$ cat src/rtl/tpu_buf_pkg.sv
// Shared types for the double-buffered tile scheduler: the bank occupancy state and
// the states of the compute handshake FSM.
package tpu_buf_pkg;

   typedef enum logic [1:0] {
      EMPTY = 2'd0,
      FULL  = 2'd1,
      BUSY  = 2'd2
   } bank_st_e;

   typedef enum logic [1:0] {
      C_IDLE  = 2'd0,
      C_START = 2'd1,
      C_RUN   = 2'd2
   } cmp_st_e;

   localparam int unsigned NUM_BANKS = 2;

endpackage

$ cat src/rtl/tile_fill_counter.sv
// Word address counter for the bank being filled. It wraps after DEPTH accepted words
// and flags that final word so the scheduler can close the bank on the same edge.
module tile_fill_counter #(
   parameter int DEPTH = 16,
   parameter int AW    = $clog2(DEPTH)
) (
   input  logic          clk,
   input  logic          rst,
   input  logic          inc,
   output logic [AW-1:0] cnt,
   output logic          tc
);

   logic [AW-1:0] cnt_q;

   assign cnt = cnt_q;
   assign tc  = inc && (cnt_q == AW'(DEPTH - 1));

   always_ff @(posedge clk or posedge rst) begin
      if (rst) begin
         cnt_q <= '0;
      end else if (inc) begin
         cnt_q <= tc ? '0 : cnt_q + 1'b1;
      end
   end

endmodule

$ cat src/rtl/tile_buf_sched.sv
// Ping-pong tile buffer scheduler: the loader fills one bank while the PE array
// computes from the other; each bank cycles EMPTY -> FULL -> BUSY -> EMPTY.
module tile_buf_sched
   import tpu_buf_pkg::*;
#(
   parameter int DEPTH = 16,
   parameter int AW    = $clog2(DEPTH),
   parameter int CW    = 16
) (
   input  logic          clk,
   input  logic          rst,
   input  logic          ld_valid,
   output logic          ld_ready,
   output logic          wr_en,
   output logic          wr_bank,
   output logic [AW-1:0] wr_addr,
   output logic          cmp_start,
   output logic          cmp_bank,
   output logic          cmp_busy,
   input  logic          cmp_done,
   output logic [1:0]    bank_full,
   output logic [CW-1:0] tiles_done
);

   bank_st_e      bank_q [NUM_BANKS];
   logic          wb_q;
   logic          rb_q;
   cmp_st_e       cst_q;
   logic [CW-1:0] tiles_q;
   logic          cmp_start_q;
   logic          cmp_busy_q;
   logic          fill_done;

   assign ld_ready   = (bank_q[wb_q] == EMPTY);
   assign wr_en      = ld_valid & ld_ready;
   assign wr_bank    = wb_q;
   assign cmp_bank   = rb_q;
   assign cmp_start  = cmp_start_q;
   assign cmp_busy   = cmp_busy_q;
   assign tiles_done = tiles_q;
   assign bank_full  = {bank_q[1] == FULL, bank_q[0] == FULL};

   tile_fill_counter #(
      .DEPTH (DEPTH),
      .AW    (AW)
   ) u_fill (
      .clk (clk),
      .rst (rst),
      .inc (wr_en),
      .cnt (wr_addr),
      .tc  (fill_done)
   );

   // A filling bank is always EMPTY while the compute side only touches FULL/BUSY
   // banks, so fill and compute updates never target the same bank on one edge.
   always_ff @(posedge clk or posedge rst) begin
      if (rst) begin
         bank_q[0]   <= EMPTY;
         bank_q[1]   <= EMPTY;
         wb_q        <= 1'b0;
         rb_q        <= 1'b0;
         cst_q       <= C_IDLE;
         tiles_q     <= '0;
         cmp_start_q <= 1'b0;
         cmp_busy_q  <= 1'b0;
      end else begin
         cmp_start_q <= 1'b0;
         if (fill_done) begin
            bank_q[wb_q] <= FULL;
            wb_q         <= ~wb_q;
         end
         unique case (cst_q)
            C_IDLE: begin
               if (bank_q[rb_q] == FULL) begin
                  cst_q       <= C_START;
                  cmp_start_q <= 1'b1;
                  cmp_busy_q  <= 1'b1;
               end
            end
            C_START: begin
               bank_q[rb_q] <= BUSY;
               cst_q        <= C_RUN;
            end
            C_RUN: begin
               if (cmp_done) begin
                  bank_q[rb_q] <= EMPTY;
                  rb_q         <= ~rb_q;
                  tiles_q      <= tiles_q + 1'b1;
                  cst_q        <= C_IDLE;
                  cmp_busy_q   <= 1'b0;
               end
            end
            default: begin
               cst_q      <= C_IDLE;
               cmp_busy_q <= 1'b0;
            end
         endcase
      end
   end

endmodule

$ cat config.mk
export PLATFORM = sky130hd
export DESIGN_NAME = tile_buf_sched
export DESIGN_NICKNAME = d
export VERILOG_FILES = /design/src/rtl/tpu_buf_pkg.sv /design/src/rtl/tile_fill_counter.sv /design/src/rtl/tile_buf_sched.sv
export SDC_FILE = /design/constraint.sdc
export NUM_CORES = 1
export LEC_CHECK = 0
export CORE_UTILIZATION = 45
export CTS_CLUSTER_DIAMETER = 100
export DETAILED_ROUTE_END_ITERATION = 7
export MAX_ROUTING_LAYER = met4
export PLACE_DENSITY = 0.79
export SLEW_MARGIN = 0
export SYNTH_ARGS = -nofsm -noshare
export SYNTH_HDL_FRONTEND = slang
export SYNTH_HIERARCHICAL = 1
export SYNTH_SLANG_ARGS = --single-unit
$ cat constraint.sdc
create_clock -name clk -period 3.9 [get_ports clk]
set_input_delay 0.975 -clock clk [delete_from_list [all_inputs] [get_ports clk]]
set_output_delay 0.975 -clock clk [all_outputs]
set_load 0.01 [all_outputs]
Word level (Yosys, flattened, before mapping)
Index checks and enable logic that the tools add are counted.
{"block": "word_totals", "in_bits": 4, "mem_bits_ro": 0, "regBits": 30, "output_inout_bits": 28, "ramBits": 0, "memories": 0, "wordCells": 67, "latchBits": 0}
{"block": "classes", "n_div": 0, "n_reduce_logical": 8, "bitwise_logic": 14, "mul": 0, "n_eq_ne": 8, "magnitude_cmp": 4, "shifts": 0, "mux": 22, "addsub": 2}
{"op": "two-way mux 2 bit", "count": 10}
{"op": "adder 16 x 1 -> 16 bit (second input constant)", "count": 1}
{"op": "two-way mux 4 bit", "count": 3}
{"op": "== test 2 x 1 -> 1 bit (second input constant)", "count": 4}
{"op": "case mux 4 bit (2 select lines)", "count": 1}
{"op": "case mux 2 bit (3 select lines)", "count": 1}
{"op": "adder 4 x 1 -> 4 bit (second input constant)", "count": 1}
{"op": "bitwise AND 2 bit", "count": 2}
{"op": "bitwise AND 4 bit", "count": 1}
{"op": "demux 2 bit (select 1 bit)", "count": 2}
{"op": "== test 4 bit (second input constant)", "count": 1}
{"op": "greater-or-equal comparator 2 bit (second input constant)", "count": 2}
{"op": "logical NOT 2 bit", "count": 2}
{"op": "< comparator 2 x 1 -> 1 bit (second input constant)", "count": 2}
{"op": "two-way mux 1 bit", "count": 4}
{"op": "!= test 2 bit (second input constant)", "count": 2}
{"op": "NOT 1 -> 2 bit", "count": 2}
{"op": "NOT 2 bit", "count": 2}
{"op": "NOT 4 bit", "count": 1}
{"op": "bitwise OR 2 bit", "count": 2}
{"op": "AND reduction 2 bit", "count": 2}
{"op": "logical AND 1 bit", "count": 3}
{"op": "NOT 1 bit", "count": 3}
{"op": "case mux 1 bit (3 select lines)", "count": 1}
{"op": "other kinds (3)", "count": 3}

Depth between registers and ports, before layout
Gate-level depths: netlist of run 1.
{"block": "logic_depth", "depth_word": 11, "mapped_depth": 8, "depth_no_buf": 8}

By module
The synthesis of run 1 kept the hierarchy.
{"mod": "tile_buf_sched", "cells_per_inst": 110, "area_each_um2": 1219.9, "n_inst": 1}
{"mod": "tile_fill_counter", "cells_per_inst": 20, "area_each_um2": 191.4, "n_inst": 1}

Worst setup path after synthesis of run 1
No wires, ideal clock.
{"block": "synth_timing", "path_kind": "register to output", "from": "register wb_q, in the netlist wr_bank", "to": "output port wr_en", "stages_incl_launch_ff": 4, "path_slack_ns": 1.650, "arrival_time_ns": 1.275, "cell_sequence": "dfrtp_1 inv_1 o31ai_1 and2_1"}
{"block": "synth_via", "elab_chain_cells": 6}
{"element": "from (decl)", "line_no": "tile_buf_sched.sv:26", "rtl": "logic wb_q;"}
{"element": "from (signal assigned)", "line_no": "tile_buf_sched.sv:70", "rtl": "wb_q <= ~wb_q;"}
{"element": "NOT 1 -> 2 bit (not written as such)", "line_no": "tile_buf_sched.sv:34", "rtl": "assign ld_ready = (bank_q[wb_q] == EMPTY);"}
{"element": "two-way mux 2 bit (not written as such) (3 in series)", "line_no": "tile_buf_sched.sv:34"}
{"element": "logical NOT 2 bit", "line_no": "tile_buf_sched.sv:34"}
{"element": "via ld_ready", "line_no": "tile_buf_sched.sv:13", "rtl": "output logic ld_ready,"}
{"element": "bitwise AND 1 bit", "line_no": "tile_buf_sched.sv:35", "rtl": "assign wr_en = ld_valid & ld_ready;"}
{"element": "to (decl)", "line_no": "tile_buf_sched.sv:14", "rtl": "output logic wr_en,"}
The timed path passes the listed nets, and every way through them passes these cells. The select of a mux whose other input is x is not followed.

Final worst setup path of run 1
{"block": "layout_timing", "from": "input port ld_valid", "to": "output port wr_en"}
{"block": "layout_via", "elab_chain_cells": 1}
{"element": "from (decl)", "line_no": "tile_buf_sched.sv:12", "rtl": "input logic ld_valid,"}
{"element": "bitwise AND 1 bit", "line_no": "tile_buf_sched.sv:35"}
No other way between the ends.

==> impl_metrics.toml, run 1 <==
[run_status]
status = "finished, violations left"
violations = "DRC"

[worst_setup_path]
critical_path_arrival_ns = 2.24
endpoint_kind = "output port"
cp_data_required_time_ns = 2.92
start_kind = "primary input"
crit_type = "in2out"
critPathMaxFanout = 7

[power_and_ir_drop]
peakVddDrop_uv = 130
report.power.total_mw = 0.484
p_per_area_mw_per_mm2 = 269
leakagePower_nw = 0.807

[global_route]
use_met1_pct = 23.3
grt_overflow_total = 0
antenna_found_initial = 0
grt_max_degree = 27
grt_use_total_pct = 20.7
met3_usage_pct = 7.81
grt_first_pass_wirelength_mm = 4.89
grt_pass1_vias = 1104
gr-max-usage-layer = "met2"
use_met2_pct = 32.7

[clock_network]
cts_buffer_depth = 2
cts_hold_buffers = 0
cts_root_buf = "clkbuf_4"
cts_tree = "built"
clkLatencyLatePin_ns = 0.32
post-cts-setup-buffers = 0
path_clk_slew_ns = 0.08
clkSinkCount = 30
cts_resized = 0
cts-htree-levels = 2
cts_made_buffers = 5

[route]
drtAntennaViolNets = 0
drc = 2
wirelength_mm = 2.87
num_vias = 1076
vias_per_cell = 5.43
dr.first_iter.drc_count = 57
detail_route.wl_per_cell_microns = 14.5
first_pass_iters = 6

[layout]
multiInputGateArea_sq_um = 627
area_growth_pct = 27.7
final_area_sq_mm = 0.00180
nFillCells = 249
nets = 176
final_util_pct = 63.2
final_cell_count_no_fill = 198
regArea_sq_um = 751
diodes = 0
drive_above_1_share_pct = 7.78

[synth]
synth_top_area_cell = "dfrtp_1"
avgSynthCellArea_sq_um = 10.9
ys.warnings.count = 6
yosys-top-cells-area = "dfrtp_1, xnor2_1, ha_1"
synth_fp_nets = 139
syn_inst = 130
synth_top_area_share_pct = 53.2
ys_types = 29
synth-seq-cells = 30
netlist_area_sq_mm = 0.00141
yosysSeqAreaShare_pct = 53.2

[sta]
slew_headroom_pct = 32.9
slew_violations = 0
fin_tns_setup_ns = 0
min_period_ns = 3.22
hold_viol = 0
fin_skew_ns = 0.00631
setup_viol = 0
setup_ws_ns = 0.680
rsz0062_at_grt = "false"
fin_hold_ws_ns = 0.466
worstMarginPinSlew_ns = 1.01
fmax_ghz = 0.311
period_share_pct = 82.6

[placed_design]
dpl.cell_count = 191
numPortBuffers = 31
gp_congestion = 0.841
hpwl_mm = 2.16
dpl_cell_area_sq_mm = 0.00176
pre_cts_slack_ns = 0.690

[floorplanning]
die-area_sq_mm = 0.00336
dieWidth_microns = 58.0
initial_utilization_pct = 49.5
coreArea_sq_mm = 0.00285
ios = 32
rows = 19
die_h_microns = 58.0

[job]
drv_cap = 0

[min_path]
worstHoldPathType = "reg2reg"
registers in the layout, indices dropped and copies added, names as in the netlist:
signal	cells
tiles_done	16
bank_q	4
u_fill/cnt	4
cst_q	2
cmp_bank	1
cmp_busy	1
cmp_start	1
wr_bank	1
logic make-up after synthesis:
kind of cell,after synthesis,synth area share [%]
and+or+nand+nor,44,17.2
DFF,30,53.2
AOI/OAI and AO/OA,20,8.24
xor gates and xnor gates,18,11.2
buffers and inverters,9,2.39
adders and majority gates,5,4.43
muxes,4,3.37
placed cells by master, fill, tap and decap left out, types with 7 or more instances in the layout:
cell	netlist	layout
clkdlybuf4s50_1	0	31
dfrtp_1	30	30
nand2_1	13	13
xnor2_1	11	11
inv_1	8	8
a21oi_1	8	8
nor2_1	7	7
xor2_1	7	7
synthesized netlist by cell type:
library cell / instances
ha_1: 5
o21ai_0: 3
xor2_1: 7
mux2_2: 3
mux2i_2: 1
and2_1: 1
nor3_1: 1
o32a_1: 1
clkbuf_1: 1
nor2b_1: 4
o21ai_1: 2
nand2b_1: 1
dfrtp_1: 30
and3_2: 1
and3_1: 2
o22ai_1: 4
xnor2_1: 11
nand4_1: 5
o22a_1: 1
inv_1: 8
and4_4: 1
o31ai_1: 1
nand4_4: 1
nor2_1: 7
nand3_1: 5
nand2_1: 13
or3_1: 1
nor3_2: 1
a21oi_1: 8
final timing paths:
check,startpoint,endpoint,slack [ns],cells past startpoint
max reg2reg,wr_bank,bank_q[3],1.78,8
min reg2reg,tiles_done[15],tiles_done[15],0.47,1
min in group asynchronous,rst,u_fill/cnt[2],0.85,2
max,ld_valid,wr_en,0.68,3
min,tiles_done[15],tiles_done[15],0.47,1
max in group asynchronous,rst,tiles_done[0],2.07,2
per-layer routing:
metal	vias up	share of wire [%]	wire length, microns
li1	525	-	-
met1	508	42	1210
met2	37	50	1450
met3	6	6.0	172
met4	0	1.3	38
met5	-	0	0
worst max-delay path: stages:
cell and delay [ns]:
clkdlybuf4s50_1 0.45, and2_1 0.24, clkdlybuf4s50_1 0.58
final cells by class:
class	instances	share of cell area (%)
inverter	8	1.67
sequential	30	41.7
clock buffer	7	2.50
multi-input combinational	91	34.8
tap	31	2.15
timing repair buffer	31	17.2
power breakdown:
group | switching [mW] | internal [mW]
logic | 0.00730 | 0.00290
registers | 0 | 0.311
clock network | 0.0954 | 0.0678
No activity file was read; power rests on OpenSTA's default activity.
==> run 2: changes to the inputs <==
- CORE_UTILIZATION: 45 -> 44
- PLACE_DENSITY: 0.79 -> 0.8
- clock period: 3.9 -> 2.7 ns (I/O delays scaled with it)
==> run 2 against run 1 <==
Worst setup slack worse by 0.48 ns. The run now ends clean. Utilization is 1.9 points lower. Largest cell class unchanged. Clock-buffer cell count is 1 higher. Worst hold slack better by 0.019 ns. Die area is 2.2% higher. Register-to-register slack worse by 1.1 ns. Critical path depth stayed put. Power is 64% higher. Clock skew hardly changed. Sequential cell count stayed put.
==> impl_metrics.toml, run 2 (synthesis gave the netlist of run 1 again) <==
[floorplanning]
die-area_sq_mm = 0.00344
rows = 20
ios = 32
die_h_microns = 58.6
initial_utilization_pct = 46.2
coreArea_sq_mm = 0.00305
dieWidth_microns = 58.6

[clock_network]
cts_root_buf = "clkbuf_4"
cts_made_buffers = 5
cts-htree-levels = 2
clkSinkCount = 30
cts_resized = 0
cts_buffer_depth = 2
path_clk_slew_ns = 0.09
cts_tree = "built"
post-cts-setup-buffers = 0
cts_hold_buffers = 0
clkLatencyLatePin_ns = 0.33

[power_and_ir_drop]
peakVddDrop_uv = 274
leakagePower_nw = 0.854
p_per_area_mw_per_mm2 = 425
report.power.total_mw = 0.795

[placed_design]
hpwl_mm = 2.02
dpl_cell_area_sq_mm = 0.00179
numPortBuffers = 31
gp_congestion = 0.787

[global_route]
antenna_found_initial = 0
grt_overflow_total = 0
grt_first_pass_wirelength_mm = 4.78
grt_max_degree = 27
grt_use_total_pct = 19.6
grt_pass1_vias = 1101

[sta]
setup_viol = 0
fin_skew_ns = 0.00662
slew_violations = 0
slew_headroom_pct = 71.5
fmax_ghz = 0.400
worstMarginPinSlew_ns = 0.427
hold_viol = 0
min_period_ns = 2.50
fin_hold_ws_ns = 0.485
period_share_pct = 92.5
fin_tns_setup_ns = 0
rsz0062_at_grt = "false"

[worst_setup_path]
rr_worst_depth = 9
ff2ff_setup_slack_ns = 0.65
crit_type = "reg2out"
critical_path_arrival_ns = 1.82
start_kind = "register"
endpoint_kind = "output port"
cp_data_required_time_ns = 2.03
critPathMaxFanout = 6

[layout]
drive_above_1_share_pct = 11.2
final_common_cell = "clkdlybuf4s50_1"
final_area_sq_mm = 0.00187
largest_reg_flops = 16
area_growth_pct = 32.5
final_util_pct = 61.3
nets = 178
most-common-layout-cells = "clkdlybuf4s50_1, dfrtp_1, nand2_1"
diodes = 0

[route]
wirelength_mm = 2.80
vias_per_cell = 5.14
detail_route.wl_per_cell_microns = 13.1
drc = 0
first_pass_iters = 4
drtAntennaViolNets = 0
dr.first_iter.drc_count = 38
num_vias = 1100

[min_path]
worstHoldPathType = "reg2reg"
hold-path-cell-count = 1

[run_status]
status = "finished, final reports clean"

[job]
drv_cap = 0
run 2: worst paths after layout:
path                             endpoint            from
min in group asynchronous   u_fill/cnt[0]             rst
hold / removal             tiles_done[15]  tiles_done[15]
setup reg to reg                bank_q[1]         wr_bank
setup / recovery                 ld_ready         wr_bank
max in group asynchronous         wr_bank             rst
hold reg to reg            tiles_done[15]  tiles_done[15]
run 2: routing by layer:
metal,GRT usage (%),vias up,wire length [microns]
met3,6.15,11,157
met4,10.2,0,81
met2,30.5,39,1370
li1,-,525,-
met5,-,-,0
met1,22.7,525,1190
run 2: final cells by class:
class	count	area, sq um
repair buffers	33	328
well taps	44	55.1
fillers	287	1180
flip-flops and latches	30	752
multi-input cells	91	627
clock buffers	8	78.8
inverters	8	30.0
run 2: per-stage QoR:
step                      instances  setup WS, ns
after floorplan                 130         0.700
after global placement          206         0.243
after detailed placement        206         0.233
after CTS                       214        0.0369
after global routing            214         0.136
final                           214         0.202
run 2: critical path, stage by stage (launching register included):
cell             delay (ns)
dfrtp_2                0.45
or3_1                  0.37
o31ai_1                0.08
clkdlybuf4s50_1        0.59
run 2: where the power goes:
| group | internal (mW) | switching, mW |
|---|---|---|
| logic | 0.00519 | 0.0104 |
| registers | 0.449 | 0 |
| clock network | 0.178 | 0.153 |
| total | 0.632 | 0.163 |
